$ cat src/rtl/instr_encoder_pkg.sv
// Shared RV32I encoding vocabulary for instr_encoder: descriptor kinds, op codes,
// opcode/funct constants and the FSM state type.
package encoder_pkg;

  typedef enum logic [3:0] {
    KIND_R     = 4'd0,
    KIND_I     = 4'd1,
    KIND_LD    = 4'd2,
    KIND_S     = 4'd3,
    KIND_B     = 4'd4,
    KIND_JAL   = 4'd5,
    KIND_JALR  = 4'd6,
    KIND_LUI   = 4'd7,
    KIND_AUIPC = 4'd8
  } kind_e;

  localparam logic [3:0] ALU_ADD  = 4'd0;
  localparam logic [3:0] ALU_SUB  = 4'd1;
  localparam logic [3:0] ALU_SLL  = 4'd2;
  localparam logic [3:0] ALU_SLT  = 4'd3;
  localparam logic [3:0] ALU_SLTU = 4'd4;
  localparam logic [3:0] ALU_XOR  = 4'd5;
  localparam logic [3:0] ALU_SRL  = 4'd6;
  localparam logic [3:0] ALU_SRA  = 4'd7;
  localparam logic [3:0] ALU_OR   = 4'd8;
  localparam logic [3:0] ALU_AND  = 4'd9;

  // Size and comparator codes equal their funct3 so they drop straight into the word.
  localparam logic [3:0] SZ_B  = 4'd0;
  localparam logic [3:0] SZ_H  = 4'd1;
  localparam logic [3:0] SZ_W  = 4'd2;
  localparam logic [3:0] SZ_BU = 4'd4;
  localparam logic [3:0] SZ_HU = 4'd5;

  localparam logic [3:0] CMP_EQ  = 4'd0;
  localparam logic [3:0] CMP_NE  = 4'd1;
  localparam logic [3:0] CMP_LT  = 4'd4;
  localparam logic [3:0] CMP_GE  = 4'd5;
  localparam logic [3:0] CMP_LTU = 4'd6;
  localparam logic [3:0] CMP_GEU = 4'd7;

  localparam logic [6:0] OPC_OP     = 7'b0110011;
  localparam logic [6:0] OPC_OPIMM  = 7'b0010011;
  localparam logic [6:0] OPC_LOAD   = 7'b0000011;
  localparam logic [6:0] OPC_STORE  = 7'b0100011;
  localparam logic [6:0] OPC_BRANCH = 7'b1100011;
  localparam logic [6:0] OPC_JAL    = 7'b1101111;
  localparam logic [6:0] OPC_JALR   = 7'b1100111;
  localparam logic [6:0] OPC_LUI    = 7'b0110111;
  localparam logic [6:0] OPC_AUIPC  = 7'b0010111;

  localparam logic [6:0] F7_BASE = 7'b0000000;
  localparam logic [6:0] F7_ALT  = 7'b0100000;

  localparam logic [31:0] NOP = 32'h0000_0013;

  typedef enum logic [1:0] {
    S_IDLE   = 2'd0,
    S_ACCEPT = 2'd1,
    S_WRITE  = 2'd2,
    S_DONE   = 2'd3
  } enc_state_e;

  function automatic logic [2:0] alu_funct3(input logic [3:0] op);
    logic [2:0] f;
    case (op)
      ALU_ADD, ALU_SUB: f = 3'b000;
      ALU_SLL:          f = 3'b001;
      ALU_SLT:          f = 3'b010;
      ALU_SLTU:         f = 3'b011;
      ALU_XOR:          f = 3'b100;
      ALU_SRL, ALU_SRA: f = 3'b101;
      ALU_OR:           f = 3'b110;
      default:          f = 3'b111;
    endcase
    return f;
  endfunction

  function automatic logic [6:0] alu_funct7(input logic [3:0] op);
    return ((op == ALU_SUB) || (op == ALU_SRA)) ? F7_ALT : F7_BASE;
  endfunction

  // True when v survives truncation to a w-bit two's-complement field.
  function automatic logic fits_signed(input logic [31:0] v, input int unsigned w);
    logic [31:0] t;
    t = 32'($signed(v) >>> (w - 1));
    return (t == '0) || (t == '1);
  endfunction

endpackage

$ cat src/rtl/instr_encoder_if.sv
// Descriptor, IMEM-write and status bundle of instr_encoder; slave is the encoder side.
interface instr_encoder_if #(parameter int ADDR_W = 10);
  import encoder_pkg::*;

  // Both handshakes complete on a rising edge where the source's valid (valid_i /
  // imem_we_o) and the sink's ready (ready_o / imem_ready_i) are high together;
  // the source holds its payload unchanged until that edge.
  logic              start_i;
  logic              valid_i;
  logic              ready_o;
  logic [3:0]        kind_i;
  logic [3:0]        op_i;
  logic [4:0]        rd_i;
  logic [4:0]        rs1_i;
  logic [4:0]        rs2_i;
  logic [31:0]       imm_i;
  logic              last_i;
  logic              imem_we_o;
  logic              imem_ready_i;
  logic [ADDR_W-1:0] imem_addr_o;
  logic [31:0]       imem_data_o;
  logic              done_o;
  logic              full_o;
  logic              error_o;
  logic [ADDR_W:0]   count_o;
  enc_state_e        state_o;

  modport slave (
    input  start_i, valid_i, kind_i, op_i, rd_i, rs1_i, rs2_i, imm_i, last_i, imem_ready_i,
    output ready_o, imem_we_o, imem_addr_o, imem_data_o, done_o, full_o, error_o, count_o,
    state_o
  );

  modport master (
    output start_i, valid_i, kind_i, op_i, rd_i, rs1_i, rs2_i, imm_i, last_i, imem_ready_i,
    input  ready_o, imem_we_o, imem_addr_o, imem_data_o, done_o, full_o, error_o, count_o,
    state_o
  );

endinterface

$ cat src/rtl/instr_encoder_packer.sv
// instr_field_packer: combinational descriptor -> RV32I word, NOP-substituted when illegal.
// Immediate range checks exist only with INSTR_ENCODER_RANGE_CHECK_EN defined.
module instr_field_packer
  import encoder_pkg::*;
(
  input  logic [3:0]  kind_i,
  input  logic [3:0]  op_i,
  input  logic [4:0]  rd_i,
  input  logic [4:0]  rs1_i,
  input  logic [4:0]  rs2_i,
  input  logic [31:0] imm_i,
  output logic [31:0] word_o,
  output logic        illegal_o
);

  logic [31:0] raw;
  logic        bad_op;
  logic        bad_range;
  logic        is_shift;
  logic [2:0]  f3;
  logic [6:0]  f7;

  always_comb begin
    raw       = NOP;
    bad_op    = 1'b0;
    bad_range = 1'b0;
    is_shift  = (op_i == ALU_SLL) || (op_i == ALU_SRL) || (op_i == ALU_SRA);
    f3        = alu_funct3(op_i);
    f7        = alu_funct7(op_i);

    case (kind_i)
      KIND_R: begin
        bad_op = (op_i > ALU_AND);
        raw    = {f7, rs2_i, rs1_i, f3, rd_i, OPC_OP};
      end
      KIND_I: begin
        bad_op = (op_i > ALU_AND) || (op_i == ALU_SUB);
        if (is_shift) raw = {f7, imm_i[4:0], rs1_i, f3, rd_i, OPC_OPIMM};
        else          raw = {imm_i[11:0], rs1_i, f3, rd_i, OPC_OPIMM};
      end
      KIND_LD: begin
        bad_op = !(op_i inside {SZ_B, SZ_H, SZ_W, SZ_BU, SZ_HU});
        raw    = {imm_i[11:0], rs1_i, op_i[2:0], rd_i, OPC_LOAD};
      end
      KIND_S: begin
        bad_op = !(op_i inside {SZ_B, SZ_H, SZ_W});
        raw    = {imm_i[11:5], rs2_i, rs1_i, op_i[2:0], imm_i[4:0], OPC_STORE};
      end
      KIND_B: begin
        bad_op = !(op_i inside {CMP_EQ, CMP_NE, CMP_LT, CMP_GE, CMP_LTU, CMP_GEU});
        raw    = {imm_i[12], imm_i[10:5], rs2_i, rs1_i, op_i[2:0], imm_i[4:1], imm_i[11],
                  OPC_BRANCH};
      end
      KIND_JAL:   raw = {imm_i[20], imm_i[10:1], imm_i[11], imm_i[19:12], rd_i, OPC_JAL};
      KIND_JALR:  raw = {imm_i[11:0], rs1_i, 3'b000, rd_i, OPC_JALR};
      KIND_LUI:   raw = {imm_i[31:12], rd_i, OPC_LUI};
      KIND_AUIPC: raw = {imm_i[31:12], rd_i, OPC_AUIPC};
      default:    bad_op = 1'b1;
    endcase

`ifdef INSTR_ENCODER_RANGE_CHECK_EN
    case (kind_i)
      KIND_I:                     bad_range = is_shift ? (|imm_i[31:5]) : !fits_signed(imm_i, 12);
      KIND_LD, KIND_S, KIND_JALR: bad_range = !fits_signed(imm_i, 12);
      KIND_B:                     bad_range = !fits_signed(imm_i, 13) || imm_i[0];
      KIND_JAL:                   bad_range = !fits_signed(imm_i, 21) || imm_i[0];
      KIND_LUI, KIND_AUIPC:       bad_range = |imm_i[11:0];
      default:                    bad_range = 1'b0;
    endcase
`endif

    illegal_o = bad_op | bad_range;
    word_o    = illegal_o ? NOP : raw;
  end

endmodule

$ cat src/rtl/instr_encoder.sv
// instr_encoder: accepts descriptors, encodes them and writes them to IMEM in sequence.
// Build with INSTR_ENCODER_RANGE_CHECK_EN to reject out-of-range immediates.
module instr_encoder
  import encoder_pkg::*;
#(
  parameter int          ADDR_W    = 10,
  parameter int unsigned BASE_ADDR = 0
) (
  input logic            clk_i,
  input logic            rst_i,
  instr_encoder_if.slave bus
);

  enc_state_e        state_q, state_d;
  logic [ADDR_W-1:0] addr_q, addr_d;
  logic [ADDR_W:0]   count_q, count_d;
  logic [31:0]       data_q, data_d;
  logic              last_q, last_d;
  logic              error_q, error_d;
  logic              full_q, full_d;
  logic              ready_q, we_q, done_q;
  logic [31:0]       pk_word;
  logic              pk_illegal;

  instr_field_packer u_packer (
    .kind_i    (bus.kind_i),
    .op_i      (bus.op_i),
    .rd_i      (bus.rd_i),
    .rs1_i     (bus.rs1_i),
    .rs2_i     (bus.rs2_i),
    .imm_i     (bus.imm_i),
    .word_o    (pk_word),
    .illegal_o (pk_illegal)
  );

  always_comb begin
    state_d = state_q;
    addr_d  = addr_q;
    count_d = count_q;
    data_d  = data_q;
    last_d  = last_q;
    error_d = error_q;
    full_d  = full_q;
    case (state_q)
      S_IDLE, S_DONE: begin
        if (bus.start_i) begin
          state_d = S_ACCEPT;
          addr_d  = ADDR_W'(BASE_ADDR);
          count_d = '0;
          error_d = 1'b0;
          full_d  = 1'b0;
        end
      end
      S_ACCEPT: begin
        if (bus.valid_i) begin
          data_d  = pk_word;
          last_d  = bus.last_i;
          error_d = error_q | pk_illegal;
          state_d = S_WRITE;
        end
      end
      S_WRITE: begin
        if (bus.imem_ready_i) begin
          addr_d  = addr_q + ADDR_W'(1);
          count_d = count_q + (ADDR_W + 1)'(1);
          // The all-ones address is the last slot; the wrapped address is never written.
          if (addr_q == '1) full_d = 1'b1;
          state_d = (last_q || (addr_q == '1)) ? S_DONE : S_ACCEPT;
        end
      end
      default: state_d = S_IDLE;
    endcase
  end

  // Handshake outputs are registered from the next state so they line up with it.
  always_ff @(posedge clk_i or posedge rst_i) begin
    if (rst_i) begin
      state_q <= S_IDLE;
      addr_q  <= '0;
      count_q <= '0;
      data_q  <= '0;
      last_q  <= 1'b0;
      error_q <= 1'b0;
      full_q  <= 1'b0;
      ready_q <= 1'b0;
      we_q    <= 1'b0;
      done_q  <= 1'b0;
    end else begin
      state_q <= state_d;
      addr_q  <= addr_d;
      count_q <= count_d;
      data_q  <= data_d;
      last_q  <= last_d;
      error_q <= error_d;
      full_q  <= full_d;
      ready_q <= (state_d == S_ACCEPT);
      we_q    <= (state_d == S_WRITE);
      done_q  <= (state_d == S_DONE);
    end
  end

  assign bus.ready_o     = ready_q;
  assign bus.imem_we_o   = we_q;
  assign bus.imem_addr_o = addr_q;
  assign bus.imem_data_o = data_q;
  assign bus.done_o      = done_q;
  assign bus.full_o      = full_q;
  assign bus.error_o     = error_q;
  assign bus.count_o     = count_q;
  assign bus.state_o     = state_q;

endmodule

$ cat src/flat_wrapper.sv
// flat-port wrapper written by rule: the top's interface ports become plain ports
module instr_encoder_flat import encoder_pkg::*;
#(
  parameter int          ADDR_W    = 10,
  parameter int unsigned BASE_ADDR = 0
)
  (clk_i, rst_i, bus_start_i, bus_valid_i, bus_kind_i, bus_op_i, bus_rd_i, bus_rs1_i, bus_rs2_i, bus_imm_i, bus_last_i, bus_imem_ready_i, bus_ready_o, bus_imem_we_o, bus_imem_addr_o, bus_imem_data_o, bus_done_o, bus_full_o, bus_error_o, bus_count_o, bus_state_o);
  instr_encoder_if #(.ADDR_W(ADDR_W)) bus_i ();
  input logic clk_i;
  input logic rst_i;
  input wire logic [$bits(bus_i.start_i)-1:0] bus_start_i;
  input wire logic [$bits(bus_i.valid_i)-1:0] bus_valid_i;
  input wire logic [$bits(bus_i.kind_i)-1:0] bus_kind_i;
  input wire logic [$bits(bus_i.op_i)-1:0] bus_op_i;
  input wire logic [$bits(bus_i.rd_i)-1:0] bus_rd_i;
  input wire logic [$bits(bus_i.rs1_i)-1:0] bus_rs1_i;
  input wire logic [$bits(bus_i.rs2_i)-1:0] bus_rs2_i;
  input wire logic [$bits(bus_i.imm_i)-1:0] bus_imm_i;
  input wire logic [$bits(bus_i.last_i)-1:0] bus_last_i;
  input wire logic [$bits(bus_i.imem_ready_i)-1:0] bus_imem_ready_i;
  output wire logic [$bits(bus_i.ready_o)-1:0] bus_ready_o;
  output wire logic [$bits(bus_i.imem_we_o)-1:0] bus_imem_we_o;
  output wire logic [$bits(bus_i.imem_addr_o)-1:0] bus_imem_addr_o;
  output wire logic [$bits(bus_i.imem_data_o)-1:0] bus_imem_data_o;
  output wire logic [$bits(bus_i.done_o)-1:0] bus_done_o;
  output wire logic [$bits(bus_i.full_o)-1:0] bus_full_o;
  output wire logic [$bits(bus_i.error_o)-1:0] bus_error_o;
  output wire logic [$bits(bus_i.count_o)-1:0] bus_count_o;
  output wire logic [$bits(bus_i.state_o)-1:0] bus_state_o;
  assign bus_i.start_i = bus_start_i;
  assign bus_i.valid_i = bus_valid_i;
  assign bus_i.kind_i = bus_kind_i;
  assign bus_i.op_i = bus_op_i;
  assign bus_i.rd_i = bus_rd_i;
  assign bus_i.rs1_i = bus_rs1_i;
  assign bus_i.rs2_i = bus_rs2_i;
  assign bus_i.imm_i = bus_imm_i;
  assign bus_i.last_i = bus_last_i;
  assign bus_i.imem_ready_i = bus_imem_ready_i;
  assign bus_ready_o = bus_i.ready_o;
  assign bus_imem_we_o = bus_i.imem_we_o;
  assign bus_imem_addr_o = bus_i.imem_addr_o;
  assign bus_imem_data_o = bus_i.imem_data_o;
  assign bus_done_o = bus_i.done_o;
  assign bus_full_o = bus_i.full_o;
  assign bus_error_o = bus_i.error_o;
  assign bus_count_o = bus_i.count_o;
  assign bus_state_o = bus_i.state_o;
  instr_encoder #(.ADDR_W(ADDR_W), .BASE_ADDR(BASE_ADDR)) u_core (.clk_i(clk_i), .rst_i(rst_i), .bus(bus_i));
endmodule
$ cat config.mk
export PLATFORM = sky130hd
export DESIGN_NAME = instr_encoder_flat
export DESIGN_NICKNAME = d
export VERILOG_FILES = /design/src/rtl/instr_encoder_pkg.sv /design/src/rtl/instr_encoder_if.sv /design/src/rtl/instr_encoder_packer.sv /design/src/rtl/instr_encoder.sv /design/src/flat_wrapper.sv
export SDC_FILE = /design/constraint.sdc
export NUM_CORES = 1
export LEC_CHECK = 0
export CORE_MARGIN = 3
export CORE_UTILIZATION = 48
export CTS_CLUSTER_DIAMETER = 50
export DETAILED_ROUTE_END_ITERATION = 16
export PLACE_DENSITY = 0.81
export SETUP_SLACK_MARGIN = 0.5
export SLEW_MARGIN = 15
export SYNTH_ARGS = -nofsm -noshare
export SYNTH_HDL_FRONTEND = slang
export SYNTH_HIERARCHICAL = 1
export SYNTH_SLANG_ARGS = --single-unit
export TNS_END_PERCENT = 5
$ cat constraint.sdc
create_clock -name clk_i -period 3.22 [get_ports clk_i]
set_input_delay 0.483 -clock clk_i [delete_from_list [all_inputs] [get_ports clk_i]]
set_output_delay 0.483 -clock clk_i [all_outputs]
set_load 0.02 [all_outputs]
# == Yosys cells after proc, flatten, opt, wreduce, memory -nomap -nowiden ==
# Memories as Yosys holds them, arrays and structs flattened.
# Cells that the tools add are included.
# Widths: inputs -> output; s select.
# word_totals
reg_bits,61
rom_bits,48
in_bits,61
output_inout_bits,60
memories,1
# classes
add_sub_neg,2
n_lt_le_gt_ge,1
eq_ne,25
n_mux,22
n_bitwise,1
n_reduce_logical,22
# mem_list
memory,words,word_bits,rd,rd_clocked_by_memory_dff,wr,line,rtl
(name not given),16,3,1,0,0,instr_encoder_pkg.sv:66,case (op)
# op_table
operator,n
$pmux 32 s9,1
$mux 32,2
$eq 4x3->1 const B,8
$mux 11,2
$pmux 11 s2,1
$mux 10,2
$pmux 10 s2,1
$eq 4x2->1 const B,3
$add 11x1->11 const B,1
$add 10x1->10 const B,1
$eq 10x10->1 const B,1
$eq 2x2->1 const B,4
$eq 4x1->1 const B,2
$logic_not 4->1,2
$mux 2,4
$mux 6,1
$ne 2x2->1 const B,3
$pmux 1 s6,1
$pmux 2 s3,1
$reduce_and 3->1,2
$reduce_bool 6->1,1
$logic_or 1x1->1,5
$reduce_bool 5->1,1
$eq 2x1->1 const B,2
other kinds (14),21

# == Longest topological paths before layout ==
# depth
depth_word,7
depth_mapped,8
mapped_depth_nobuf,6

# == Cells and area by module ==
# The synthesis kept the hierarchy.
# by_module_without_submodules
module,instances,cells_per_inst,area_per_inst_um2,seq_area_each_um2
instr_encoder,1,228,2727.6,1526.5
instr_field_packer,1,207,1301.2,0.0

# == Least setup slack after synthesis ==
# OpenSTA, ideal clock, no wires.
# synth_path
kind,reg2reg
start,"register u_core.state_q[0], in the netlist u_core/bus.state_o[0]"
end,"register u_core.count_q[10], in the netlist u_core/bus.count_o[10]"
t_arrival_ns,2.365
required_ns,3.142
path_slack_ns,0.777
stages_incl_launch_ff,9
path_buffers,2
cell_sequence,dfrtp_1 inv_1 ha_1 buf_4 mux2i_2 or3_1 clkbuf_2 or4_1 a21oi_1
# synth_between
elab_chain_len,4
elab_cells_between_ends,9
classes_between,4 x eq/ne; 1 x mux; 4 x reduce/logical
# synth_lines
element,line,rtl
from (decl),instr_encoder.sv:14,"enc_state_e state_q, state_d;"
from (signal assigned),instr_encoder.sv:89,state_q <= state_d;
$eq 2x2->1 or $logic_not 2->1 (tied branches),instr_encoder.sv:44,case (state_q)
$reduce_or 2->1,instr_encoder.sv:44,
$ne 2x2->1 (no line) or $reduce_bool 2->1 (tied branches),n/a,
$reduce_and 3->1 (no line),n/a,
to (signal assigned),instr_encoder.sv:91,count_q <= count_d;
to (decl),instr_encoder.sv:16,"logic [ADDR_W:0] count_q, count_d;"
# Parallel ways exist; a longest one is shown, timed or not.
# A chain may end at the register's enable or synchronous reset.

# == Worst setup path after layout ==
# layout_path
start,"register u_core.state_q[0], in the netlist u_core/bus.state_o[0]"
end,"register u_core.count_q[9], in the netlist u_core/bus.count_o[9]"
# Same word-level chain as after synthesis.

==> results.toml <==
[status]
status = "finished, final reports clean"

[die]
start_util = 0.508
die_h_um = 97.6
ios = 121
dieWidth_um = 97.6
core_um2 = 7930
fp-row-count = 32
die-area_um2 = 9530

[layout]
nFillCells = 633
layout-drive-gt1-share = 0.156
regArea_um2 = 1530
diodes = 0
final_common_cell = "clkdlybuf4s50_1"
layout_common_cells = "clkdlybuf4s50_1, dfrtp_1, nand2_1, mux2_2, a21oi_1"
fin_nets = 616
finalNonFillerCells = 658
multi_input_area_um2 = 2280
final_area_um2 = 5480
area_delta_synth_final_pct = 36.1

[yosys]
syn_area_per_cell_um2 = 9.26
synthTopCellsByArea = "dfrtp_1, mux2_2, nand2_1"
syn_inst = 435
ys_types = 61
synthFlopType = "dfrtp_1"
synth_edf_count = 0
synth_area_leader_cell = "dfrtp_1"
synth.ff_latch_count = 61
synthArstFlopShare = 1.00
synth_top_area_frac = 0.379
netlist_area_um2 = 4030
yosys_warnings = 6
seq_area_frac_synth = 0.379

[timing]
rsz0062_at_grt = "false"
period_needed_ns = 2.46
max_freq_ghz = 0.406
fin_ws_ns = 0.760
final-max-slew-violation-count = 0
fin_crit_sh = 0.764
fin_tns_setup_ns = 0
hold_violations = 0
finClkSkew_ns = 0.0107
slew_headroom = 0.497
setup_viol = 0
tightest_slew_ns = 0.753

[job]
maxCapViolCount = 0

[global_routing]
grt_overflow = 0
antenna_found_initial = 0
grt_pass1_vias = 3836
grt_pass1_wl_mm = 18.9
grt_usage = 0.241
grt_max_degree = 40

[power_and_ir_drop]
combPwrFrac = 0.491
pwr-share-seq = 0.324
swShare = 0.390
power_density_nw_per_um2 = 651
clkPwrFrac = 0.185
internal_power_w = 0.00217
p_switching_w = 0.00139
peakVddDrop_uv = 490
power_leakage_nw = 2.22

[clocking]
cts_buffers = 9
clock_path_buffers = 2
clk_latency_ns = 0.34
cts-root-buf = "clkbuf_8"
cts_tree = "yes"
htreeDepth = 3
holdBufCountCts = 0
clkSinkCount = 61
clk_pin_slew_worst_paths_ns = 0.08

[critical_path]
cp-start-kind = "register"
cp.arrival_ns = 2.73
critPathKind = "reg2reg"
worstPathRequired_ns = 3.49
ff2ff_path_depth = 6
worstPathMaxFanout = 9
setup.worst_path.end_class = "register"

[placed_design]
dp_hpwl_mm = 8.55
placed_cells = 642
globalplace.congestion = 0.908
portBuffers = 120
placed_area_um2 = 5290
pre_cts_slack_ns = 0.508

[hold_path]
hp-class = "reg2reg"
min_path_cells = 1

[detailed_routing]
drt-pass1-iter-count = 7
drc = 0
viasPerCell = 6.05
drt-wirelength-per-cell_um = 17.5
totalWireLength_mm = 11.5
num_vias = 3984
drt_iter0_drc = 234
postRouteAntennaNets = 0
[synthesized netlist by cell type (3+ instances only)]
cell type / number
a221oi_1: 4
mux2i_1: 6
nor3b_1: 3
and3_1: 6
xor2_1: 6
o31ai_1: 5
a31oi_1: 9
o21ai_0: 18
o22a_1: 5
a22oi_1: 12
dfrtp_1: 61
nand3_1: 11
xnor2_1: 3
nor3_1: 9
o211ai_1: 10
buf_4: 3
mux2_2: 35
buf_1: 5
inv_1: 15
nand4_1: 6
a21oi_2: 14
nor2_1: 23
a21oi_1: 27
nor2b_1: 7
clkbuf_1: 12
buf_2: 4
and2_1: 3
nand2b_1: 5
a22o_1: 8
o21a_1: 4
nand2_1: 39
or4_1: 7
or3_1: 11
ha_1: 4
[worst paths after layout]
check / slack [ns] / to / startpoint
max in group asynchronous: 1.87 / u_core/bus.imem_data_o[9] / rst_i
min reg2reg: 0.51 / u_core/bus.imem_data_o[2] / u_core/bus.imem_data_o[2]
min: 0.51 / u_core/bus.imem_data_o[2] / u_core/bus.imem_data_o[2]
min in group asynchronous: 0.60 / u_core/bus.count_o[10] / rst_i
max: 0.76 / u_core/bus.count_o[9] / u_core/bus.state_o[0]
max reg2reg: 0.76 / u_core/bus.count_o[9] / u_core/bus.state_o[0]
[worst max-delay path: stages, from the launching register on]
cell and delay (ns):
dfrtp_1 0.45, inv_1 0.10, ha_2 0.37, mux2i_2 0.24
or3_1 0.51, or4_1 0.55, a21oi_1 0.17
[final cells by class]
| type | instances | share of cell area |
|---|---|---|
| Multi-Input combinational cell | 331 | 0.416 |
| Timing Repair Buffer | 133 | 0.237 |
| Clock inverter | 5 | 0.00776 |
| Sequential cell | 61 | 0.278 |
| Clock buffer | 11 | 0.0276 |
| Tap cell | 102 | 0.0233 |
| Inverter | 15 | 0.0103 |
[flip-flops by register name, summed over array words and instances, names as in the netlist]
name / flops
u_core/bus.imem_data_o: 32
u_core/bus.imem_we_o: 1
u_core/bus.error_o: 1
u_core/bus.ready_o: 1
u_core/bus.done_o: 1
u_core/bus.full_o: 1
u_core/bus.state_o: 2
u_core/last_q: 1
u_core/bus.count_o: 11
u_core/bus.imem_addr_o: 10
[what timing repair did]
item | in CTS | in global routing
resized for setup | 0 | 1
buffers inserted | 0 | 0
endpoints found under the setup margin | 0 | 2
[kinds of logic after synthesis]
| family | synth area share |
|---|---|
| and+or+nand+nor | 0.183 |
| muxes | 0.116 |
| DFF | 0.379 |
| adders and majority gates | 0.0124 |
| other | 0.000931 |
| buffers and inverters | 0.0571 |
| AOI/OAI and AO/OA | 0.232 |
| xor gates and xnor gates | 0.0196 |
[stage by stage]
stage                     hold slack (ns)  power [W]   util
after floorplan                     0.474    0.00218      -
after global placement              0.488    0.00287  0.667
after detailed placement            0.494    0.00291  0.667
after CTS                           0.511    0.00358  0.691
after global routing                0.519    0.00377  0.691
final                               0.506    0.00357  0.691
[power by group through the flow]
stage	clock network (W)	registers (W)	logic [W]
floorplan	0	0.00141	0.000768
global placement	0	0.00116	0.00171
detailed placement	0	0.00117	0.00174
CTS	0.000675	0.00116	0.00175
global route	0.000705	0.00119	0.00187
finish	0.000659	0.00116	0.00175
[per-layer routing]
metal | part of all wire | GRT usage | vias up | wire [um]
met5 | 0 | 0 | - | 0
met4 | 0.017 | 0.0831 | 0 | 195
met3 | 0.074 | 0.0416 | 20 | 850
met2 | 0.50 | 0.407 | 188 | 5720
met1 | 0.41 | 0.310 | 1922 | 4770
li1 | - | - | 1854 | -
No activity file was read; power rests on OpenSTA's default activity.
